## src/rtl/pc_sequencer_if.sv

```systemverilog
// Handshake and status bundle between the seq processor control FSM and its
// surroundings (next-PC logic, instruction/data memories, register file).
interface pc_sequencer_if;
    logic [31:0] new_pc;
    logic        imem_ready;
    logic [31:0] imem_rdata;
    logic        dmem_ready;
    logic [31:0] pc;
    logic [31:0] ir;
    logic        imem_req;
    logic        dmem_req;
    logic        dmem_we;
    logic        reg_we;
    logic        pc_we;
    logic        retire;
    logic [31:0] retired_count;
    logic [2:0]  state;
    logic        halted;
    logic        illegal;

    modport master (
        input  new_pc, imem_ready, imem_rdata, dmem_ready,
        output pc, ir, imem_req, dmem_req, dmem_we, reg_we, pc_we, retire,
               retired_count, state, halted, illegal
    );

    modport slave (
        output new_pc, imem_ready, imem_rdata, dmem_ready,
        input  pc, ir, imem_req, dmem_req, dmem_we, reg_we, pc_we, retire,
               retired_count, state, halted, illegal
    );
endinterface

```

## src/rtl/pc_sequencer.sv

```systemverilog
// Multi-cycle control FSM for the seq processor: owns PC and IR, walks each
// instruction through FETCH/DECODE/EXEC/MEM/WB and counts retirements.
module pc_sequencer #(
    parameter logic [31:0] RESET_PC = 32'h0000_0000,
    parameter logic [5:0]  OP_HALT  = 6'h3F
) (
    input  logic clk,
    input  logic rst,
    pc_sequencer_if.master bus
);
    typedef enum logic [2:0] {
        S_FETCH  = 3'd0,
        S_DECODE = 3'd1,
        S_EXEC   = 3'd2,
        S_MEM    = 3'd3,
        S_WB     = 3'd4,
        S_HALT   = 3'd5
    } state_t;

    localparam logic [5:0] OP_RTYPE = 6'h00;
    localparam logic [5:0] OP_LW    = 6'h23;
    localparam logic [5:0] OP_SW    = 6'h2B;
    localparam logic [5:0] OP_BEQ   = 6'h04;
    localparam logic [5:0] OP_J     = 6'h02;

    state_t      state_q, state_d;
    logic [31:0] pc_q, ir_q, count_q;
    logic        halted_q, illegal_q;

    logic [5:0]  op;
    logic        imem_req, dmem_req, dmem_we, reg_we, advance;
    logic        load_ir, set_halt, set_illegal;

    assign op = ir_q[31:26];

    always_comb begin
        state_d     = state_q;
        imem_req    = 1'b0;
        dmem_req    = 1'b0;
        dmem_we     = 1'b0;
        reg_we      = 1'b0;
        advance     = 1'b0;
        load_ir     = 1'b0;
        set_halt    = 1'b0;
        set_illegal = 1'b0;
        case (state_q)
            S_FETCH: begin
                imem_req = 1'b1;
                if (bus.imem_ready) begin
                    load_ir = 1'b1;
                    state_d = S_DECODE;
                end
            end
            S_DECODE: begin
                if (op == OP_HALT) begin
                    set_halt = 1'b1;
                    state_d  = S_HALT;
                end else if (op == OP_J) begin
                    advance = 1'b1;
                    state_d = S_FETCH;
                end else if (op == OP_RTYPE || op == OP_LW || op == OP_SW || op == OP_BEQ) begin
                    state_d = S_EXEC;
                end else begin
                    set_halt    = 1'b1;
                    set_illegal = 1'b1;
                    state_d     = S_HALT;
                end
            end
            S_EXEC: begin
                case (op)
                    OP_RTYPE:     state_d = S_WB;
                    OP_LW, OP_SW: state_d = S_MEM;
                    OP_BEQ: begin
                        // new_pc already carries the taken/not-taken choice
                        advance = 1'b1;
                        state_d = S_FETCH;
                    end
                    default: begin
                        set_halt    = 1'b1;
                        set_illegal = 1'b1;
                        state_d     = S_HALT;
                    end
                endcase
            end
            S_MEM: begin
                dmem_req = 1'b1;
                dmem_we  = (op == OP_SW);
                if (bus.dmem_ready) begin
                    if (op == OP_SW) begin
                        advance = 1'b1;
                        state_d = S_FETCH;
                    end else begin
                        state_d = S_WB;
                    end
                end
            end
            S_WB: begin
                reg_we  = 1'b1;
                advance = 1'b1;
                state_d = S_FETCH;
            end
            S_HALT:  state_d = S_HALT;
            default: state_d = S_FETCH;
        endcase
    end

    always_ff @(posedge clk) begin
        if (rst) begin
            state_q   <= S_FETCH;
            pc_q      <= RESET_PC;
            ir_q      <= '0;
            count_q   <= '0;
            halted_q  <= 1'b0;
            illegal_q <= 1'b0;
        end else begin
            state_q <= state_d;
            if (load_ir)     ir_q      <= bus.imem_rdata;
            if (advance)     pc_q      <= bus.new_pc;
            if (advance)     count_q   <= count_q + 32'd1;
            if (set_halt)    halted_q  <= 1'b1;
            if (set_illegal) illegal_q <= 1'b1;
        end
    end

    // Strobes are masked while reset is held so a pending handshake drops at once
    assign bus.imem_req      = imem_req & ~rst;
    assign bus.dmem_req      = dmem_req & ~rst;
    assign bus.dmem_we       = dmem_we  & ~rst;
    assign bus.reg_we        = reg_we   & ~rst;
    assign bus.pc_we         = advance  & ~rst;
    assign bus.retire        = advance  & ~rst;
    assign bus.pc            = pc_q;
    assign bus.ir            = ir_q;
    assign bus.retired_count = count_q;
    assign bus.state         = state_q;
    assign bus.halted        = halted_q;
    assign bus.illegal       = illegal_q;
endmodule

```

## src/flat_wrapper.sv

```systemverilog
// flat-port wrapper written by rule: the top's interface ports become plain ports
module pc_sequencer_flat 
#(
    parameter logic [31:0] RESET_PC = 32'h0000_0000,
    parameter logic [5:0]  OP_HALT  = 6'h3F
)
  (clk, rst, bus_new_pc, bus_imem_ready, bus_imem_rdata, bus_dmem_ready, bus_pc, bus_ir, bus_imem_req, bus_dmem_req, bus_dmem_we, bus_reg_we, bus_pc_we, bus_retire, bus_retired_count, bus_state, bus_halted, bus_illegal);
  pc_sequencer_if bus_i ();
  input  logic clk;
  input  logic rst;
  input wire logic [$bits(bus_i.new_pc)-1:0] bus_new_pc;
  input wire logic [$bits(bus_i.imem_ready)-1:0] bus_imem_ready;
  input wire logic [$bits(bus_i.imem_rdata)-1:0] bus_imem_rdata;
  input wire logic [$bits(bus_i.dmem_ready)-1:0] bus_dmem_ready;
  output wire logic [$bits(bus_i.pc)-1:0] bus_pc;
  output wire logic [$bits(bus_i.ir)-1:0] bus_ir;
  output wire logic [$bits(bus_i.imem_req)-1:0] bus_imem_req;
  output wire logic [$bits(bus_i.dmem_req)-1:0] bus_dmem_req;
  output wire logic [$bits(bus_i.dmem_we)-1:0] bus_dmem_we;
  output wire logic [$bits(bus_i.reg_we)-1:0] bus_reg_we;
  output wire logic [$bits(bus_i.pc_we)-1:0] bus_pc_we;
  output wire logic [$bits(bus_i.retire)-1:0] bus_retire;
  output wire logic [$bits(bus_i.retired_count)-1:0] bus_retired_count;
  output wire logic [$bits(bus_i.state)-1:0] bus_state;
  output wire logic [$bits(bus_i.halted)-1:0] bus_halted;
  output wire logic [$bits(bus_i.illegal)-1:0] bus_illegal;
  assign bus_i.new_pc = bus_new_pc;
  assign bus_i.imem_ready = bus_imem_ready;
  assign bus_i.imem_rdata = bus_imem_rdata;
  assign bus_i.dmem_ready = bus_dmem_ready;
  assign bus_pc = bus_i.pc;
  assign bus_ir = bus_i.ir;
  assign bus_imem_req = bus_i.imem_req;
  assign bus_dmem_req = bus_i.dmem_req;
  assign bus_dmem_we = bus_i.dmem_we;
  assign bus_reg_we = bus_i.reg_we;
  assign bus_pc_we = bus_i.pc_we;
  assign bus_retire = bus_i.retire;
  assign bus_retired_count = bus_i.retired_count;
  assign bus_state = bus_i.state;
  assign bus_halted = bus_i.halted;
  assign bus_illegal = bus_i.illegal;
  pc_sequencer #(.RESET_PC(RESET_PC), .OP_HALT(OP_HALT)) u_core (.clk(clk), .rst(rst), .bus(bus_i));
endmodule
```

## config.mk

```make
export PLATFORM = sky130hd
export DESIGN_NAME = pc_sequencer_flat
export DESIGN_NICKNAME = d
export VERILOG_FILES = /design/src/rtl/pc_sequencer_if.sv /design/src/rtl/pc_sequencer.sv /design/src/flat_wrapper.sv
export SDC_FILE = /design/constraint.sdc
export NUM_CORES = 1
export LEC_CHECK = 0
export ABC_AREA = 1
export CAP_MARGIN = 20
export CORE_MARGIN = 4
export CORE_UTILIZATION = 45
export DETAILED_ROUTE_END_ITERATION = 10
export GPL_TIMING_DRIVEN = 0
export PLACE_DENSITY_LB_ADDON = 0.3
export SYNTH_ARGS = -nofsm -noshare
export SYNTH_HDL_FRONTEND = slang
export SYNTH_SLANG_ARGS = --single-unit
export TNS_END_PERCENT = 5
```

## constraint.sdc

```tcl
create_clock -name clk -period 2 [get_ports clk]
set_clock_uncertainty 0.15 [all_clocks]
set_input_delay 0.3 -clock clk [delete_from_list [all_inputs] [get_ports clk]]
set_output_delay 0.3 -clock clk [all_outputs]
set_load 0.03 [all_outputs]
```

* Word level (Yosys, flattened, before mapping)
Cells that the tools add are included.
Word-level totals: bits in registers 101, output and inout port bits 107, word-level logic and storage cells 60
Cells by class: add/sub/neg operators 1, eq/ne operators 12, mux-type cells 27, bitwise gates (word level) 6, reduce and logical (&&, ||, !) cells 8
Operator list (number):
- $add 32x1->32 const B | 1
- $eq 6x6->1 const B | 3
- $mux 3 | 6
- $mux 1 | 16
- $pmux 3 s5 | 1
- $pmux 3 s3 | 1
- $eq 3x2->1 const B | 2
- $eq 3x3->1 const B | 2
- $eq 6x2->1 const B | 1
- $eq 6x3->1 const B | 1
- $logic_not 6->1 | 1
- $and 1x1->1 | 5
- $ne 2x2->1 const B | 2
- $pmux 1 s2 | 2
- $pmux 1 s4 | 1
- $reduce_or 4->1 | 1
- $eq 3x1->1 const B | 1
- $logic_not 3->1 | 1
- $logic_or 1x1->1 | 3
- $reduce_and 2->1 | 1
- $reduce_or 2->1 | 1
- $not 1->1 | 1

* Logic depth before layout (Yosys ltp)
Gate-level depths: netlist of the first run.
depth after elaboration 8, gate-level depth with buffers 11, mapped depth without buffers 10

* Worst setup path before layout of the first run
No wires, ideal clock.
kind register to output, start reg u_core.ir_q[31] (netlist: u_core.bus.ir[31]), end out bus_retire, data arrival time 2.080 ns, required time 1.550 ns, setup slack -0.530 ns, stages on the path, launching flop included 11, cell sequence dfxtp_1 > inv_1 > nor2_1 > nand4_1 > nor2_1 > nor2_4 > nand2_8 > inv_4 > buf_6 > nor2_1 > buf_4
Between the ends: cells in the longest elaborated chain, start to end 5
RTL lines:
- start, declared | RTL line pc_sequencer.sv:27 | logic [31:0] pc_q, ir_q, count_q;
- start signal, assigned | RTL line pc_sequencer.sv:117 | if (load_ir) ir_q <= bus.imem_rdata;
- $eq 6x6->1 or $eq 6x2->1 (tied branches) | RTL line pc_sequencer.sv:89, pc_sequencer.sv:58
- $mux 1, on equally long branches | RTL line pc_sequencer.sv:89, pc_sequencer.sv:58
- $mux 1, on equally long branches | RTL line pc_sequencer.sv:88, pc_sequencer.sv:55
- $pmux 1 s4 * | RTL line pc_sequencer.sv:46 | case (state_q)
- $and 1x1->1 *
- end, declared | RTL line flat_wrapper.sv:22 | output wire logic [$bits(bus_i.retire)-1:0] bus_retire;
Every way passes the cells marked *; elsewhere a longest branch is shown, timed or not.

* Worst setup path in the final report of the first run
start reg u_core.ir_q[31] (netlist: u_core.bus.ir[31]), end out bus_retire
Between the ends: cells in the longest elaborated chain, start to end 5
RTL lines:
- $eq 6x6->1 or $eq 6x2->1 (tied branches) | RTL line pc_sequencer.sv:89, pc_sequencer.sv:58
- $mux 1, on equally long branches | RTL line pc_sequencer.sv:89, pc_sequencer.sv:58
- $mux 1, on equally long branches | RTL line pc_sequencer.sv:88, pc_sequencer.sv:55
- $pmux 1 s4 * | RTL line pc_sequencer.sv:46
- $and 1x1->1 * | RTL line pc_sequencer.sv:131 | assign bus.retire = advance & ~rst;
Marks and branches as above.

==> qor.csv, run 1 <==
metric;value;unit
outcome;finished with violations;
failing checks;setup timing;
Area growth syn-to-layout;50.4;%
GPL Wtd Cong;0.954;
reg-to-reg endpoint;u_core.bus.pc[22]$_SDFFE_PP0N_;
Worst Path Max Fanout;4;
core box area;9950;um2
post-layout minimum cycle time;2.19;ns
first-pass GRT wire length;24800;um
clock tree buffer depth;2;
Starting Density;0.469;
top cells by area, synth;dfxtp_1 (43%), nor2_1 (11%), nand2_1 (11%), a21oi_1 (6.9%), o21ai_0 (6.5%);
Ant. Diodes;0;
DRC viols;0;
IO buf count;174;
Syn. warnings;0;
largest family of logic cells by synthesized area;simple AND/OR/NAND/NOR gates;
Yosys reg bits;101;
router iterations before antenna repair;5;
Synth Area in Adders;0.00268;
cell-internal power;4.13;mW
unrepaired setup endpoints after global routing;yes;
Final nets;949;
Slew Limit Fails;0;
final period utilization;1.09;
gr usage total;0.263;
final setup fails;2;
max cap viols;0;
DRT iter0 DRCs;338;
pwr/cell area;974;nW/um2
wire per inst;15.4;um
Critical Path AT;1.74;ns
most common cell after layout, fill and taps aside;clkdlybuf4s50_1;
H-tree lvl count;3;
simple-gate share of the synthesized area;0.310;
peak supply drop;0.707;mV
sequential area share after synthesis;0.433;
Row Count;36;
Critical path origin;u_core.bus.ir[31]$_SDFFE_PP0P_;
Num CTS Buffers;9;
grt ovf;0;
FF-to-FF Start;u_core.bus.ir[31]$_SDFFE_PP0P_;
clk sinks;101;
WL final;15700;um
Distinct cells, synth;28;
Hold-fix buffers, CTS;0;
initial antenna violation count;0;
Synth Instances;683;
die area;12100;um2
Via Count;5241;
mux cell area share after synthesis;0;
Net Switching;2.71;mW
XOR/XNOR Fraction of Synth Area;0.0206;
clock-pin transition on the worst setup and hold timing paths;0.10;ns
clk_lat worst skew;0.36;ns
setup TNS;-0.369;ns
final setup margin;-0.190;ns
Post-Syn Area per Cell;6.83;um2
io pins;175;
commonest non-fill, non-tap cells in the layout;clkdlybuf4s50_1 (146), nor2_1 (134), nand2_1 (132);
top cell type's share of synthesized area;0.433;
Clock power frac;0.194;
reg2reg setup slack;0.11;ns
Hold Path Class;register to register;
DP HPWL;11800;um
Gate power share;0.422;
Die H;110;um
part of the power in registers;0.385;
root buf cell;clkbuf_8;
CP Launch Type;register;
Yosys top cell by area;dfxtp_1;
Worst setup EP type;output pin;
Highest Clock Rate;457;MHz
CTS tree;yes;
headroom to the max-slew limit;0.582;
DIE WIDTH;110;um
antenna viol nets, final;0;
crit path to;bus_retire;
Critical Path RT;1.55;ns
Setup CP Type;register to output pin;
switch share;0.396;
Leak Pwr;2.99;nW
Mapped Nets;752;
routed vias/inst;5.15;
largest net degree at the start of global routing;19;
Netlist Area Pre-Place;4670;um2
Util after Layout;0.705;
vias in the first global route;5169;
Reg2Reg Depth;9;
layout cells sized above 1;0.103;
Fin. Hold Viols;0;
post-synthesis compound-gate area fraction;0.149;
Worst-Margin Slew;0.627;ns
## state kept, by name, indices dropped and copies added (netlist names)
signal	count
u_core.bus.ir	32
u_core.bus.retired_count	32
u_core.bus.illegal	1
u_core.bus.halted	1
u_core.bus.state	3
u_core.bus.pc	32
## final cells by class
cell class | instances | area (um2)
Inverter | 59 | 236
Sequential cell | 101 | 2050
Clock buffer | 14 | 193
Buffer | 31 | 166
Tap cell | 133 | 166
Fill cell | 851 | 2930
Multi-Input combinational cell | 491 | 2330
Timing Repair Buffer | 187 | 1860
Clock inverter | 2 | 13.8
## power by group through the flow
stage          sequential, mW  clock (mW)  combinational, mW
4_1_cts                  2.61        1.34               2.84
6_report                 2.63        1.33               2.88
3_5_place_dp             2.64           0               2.75
2_1_floorplan            3.32           0              0.891
3_3_place_gp             2.62           0               2.69
5_1_grt                  2.68        1.44               3.08
## worst min-delay path by stage
stage,endpoint,cells after the start,startpoint
3_3_place_gp,u_core.bus.ir[13]$_SDFFE_PP0P_,2,u_core.bus.ir[13]$_SDFFE_PP0P_
5_1_grt,u_core.bus.ir[20]$_SDFFE_PP0P_,2,u_core.bus.ir[20]$_SDFFE_PP0P_
3_5_place_dp,u_core.bus.ir[20]$_SDFFE_PP0P_,2,u_core.bus.ir[20]$_SDFFE_PP0P_
4_1_cts,u_core.bus.ir[20]$_SDFFE_PP0P_,2,u_core.bus.ir[20]$_SDFFE_PP0P_
6_report,u_core.bus.ir[20]$_SDFFE_PP0P_,2,u_core.bus.ir[20]$_SDFFE_PP0P_
2_1_floorplan,u_core.bus.pc[3]$_SDFFE_PP0N_,2,bus_new_pc[3]
## per-stage QoR
step	instances	hold WS [ns]	power, mW	setup slack, ns	cell area [um2]
CTS	1016	0.303	6.79	-0.183	6930
floorplan	683	0.285	4.21	-0.0327	4710
detailed placement	990	0.288	5.39	-0.766	6620
finish	1018	0.302	6.84	-0.190	7020
global route	1018	0.317	7.19	-0.326	7020
global placement	990	0.282	5.31	-0.758	6620
## critical path, stage by stage, from the launching register on
cell	delay, ns
dfxtp_4	0.38
nor2_4	0.14
nand4_1	0.21
nor2_4	0.18
nor2_4	0.06
nand2_8	0.09
inv_12	0.03
nor2_4	0.08
buf_6	0.10
buf_6	0.11
## cell families after synthesis
| kind of cell | count (synthesis) |
|---|---|
| simple gates | 343 |
| compound gates | 136 |
| flops | 101 |
| buf+inv | 91 |
| xor+xnor | 11 |
| fa+ha+maj | 1 |
## cell usage after synthesis, drive strengths merged
| cell | count |
|---|---|
| buf | 15 |
| ha | 1 |
| o221ai | 1 |
| a21oi | 64 |
| or2 | 1 |
| xor2 | 9 |
| dfxtp | 101 |
| nand4 | 5 |
| nor2 | 146 |
| xnor2 | 2 |
| o21a | 1 |
| o21ai | 69 |
| a31oi | 1 |
| nand3 | 41 |
| inv | 59 |
| clkbuf | 17 |
| nand3b | 12 |
| nor3 | 2 |
| nand2 | 136 |
## metal layers
metal,GRT usage,vias up,wire (um)
met3,0.0928,41,1470
met1,0.297,2401,6080
met4,0.106,0,451
met5,0,-,0
met2,0.450,220,7720
li1,-,2579,-
## repair_timing
item,in CTS,in global routing
setup endpoints to repair,12,46
buffers inserted,11,2
pin swaps,8,7
gates resized for setup,46,38
No activity file was read; power rests on OpenSTA's default activity.
==> inputs of run 2 (changes only) <==
Settings changed: CAP_MARGIN 20 to unset.
==> results of run 2 <==
The final DEF is identical to that of run 1; final timing and power are the same.
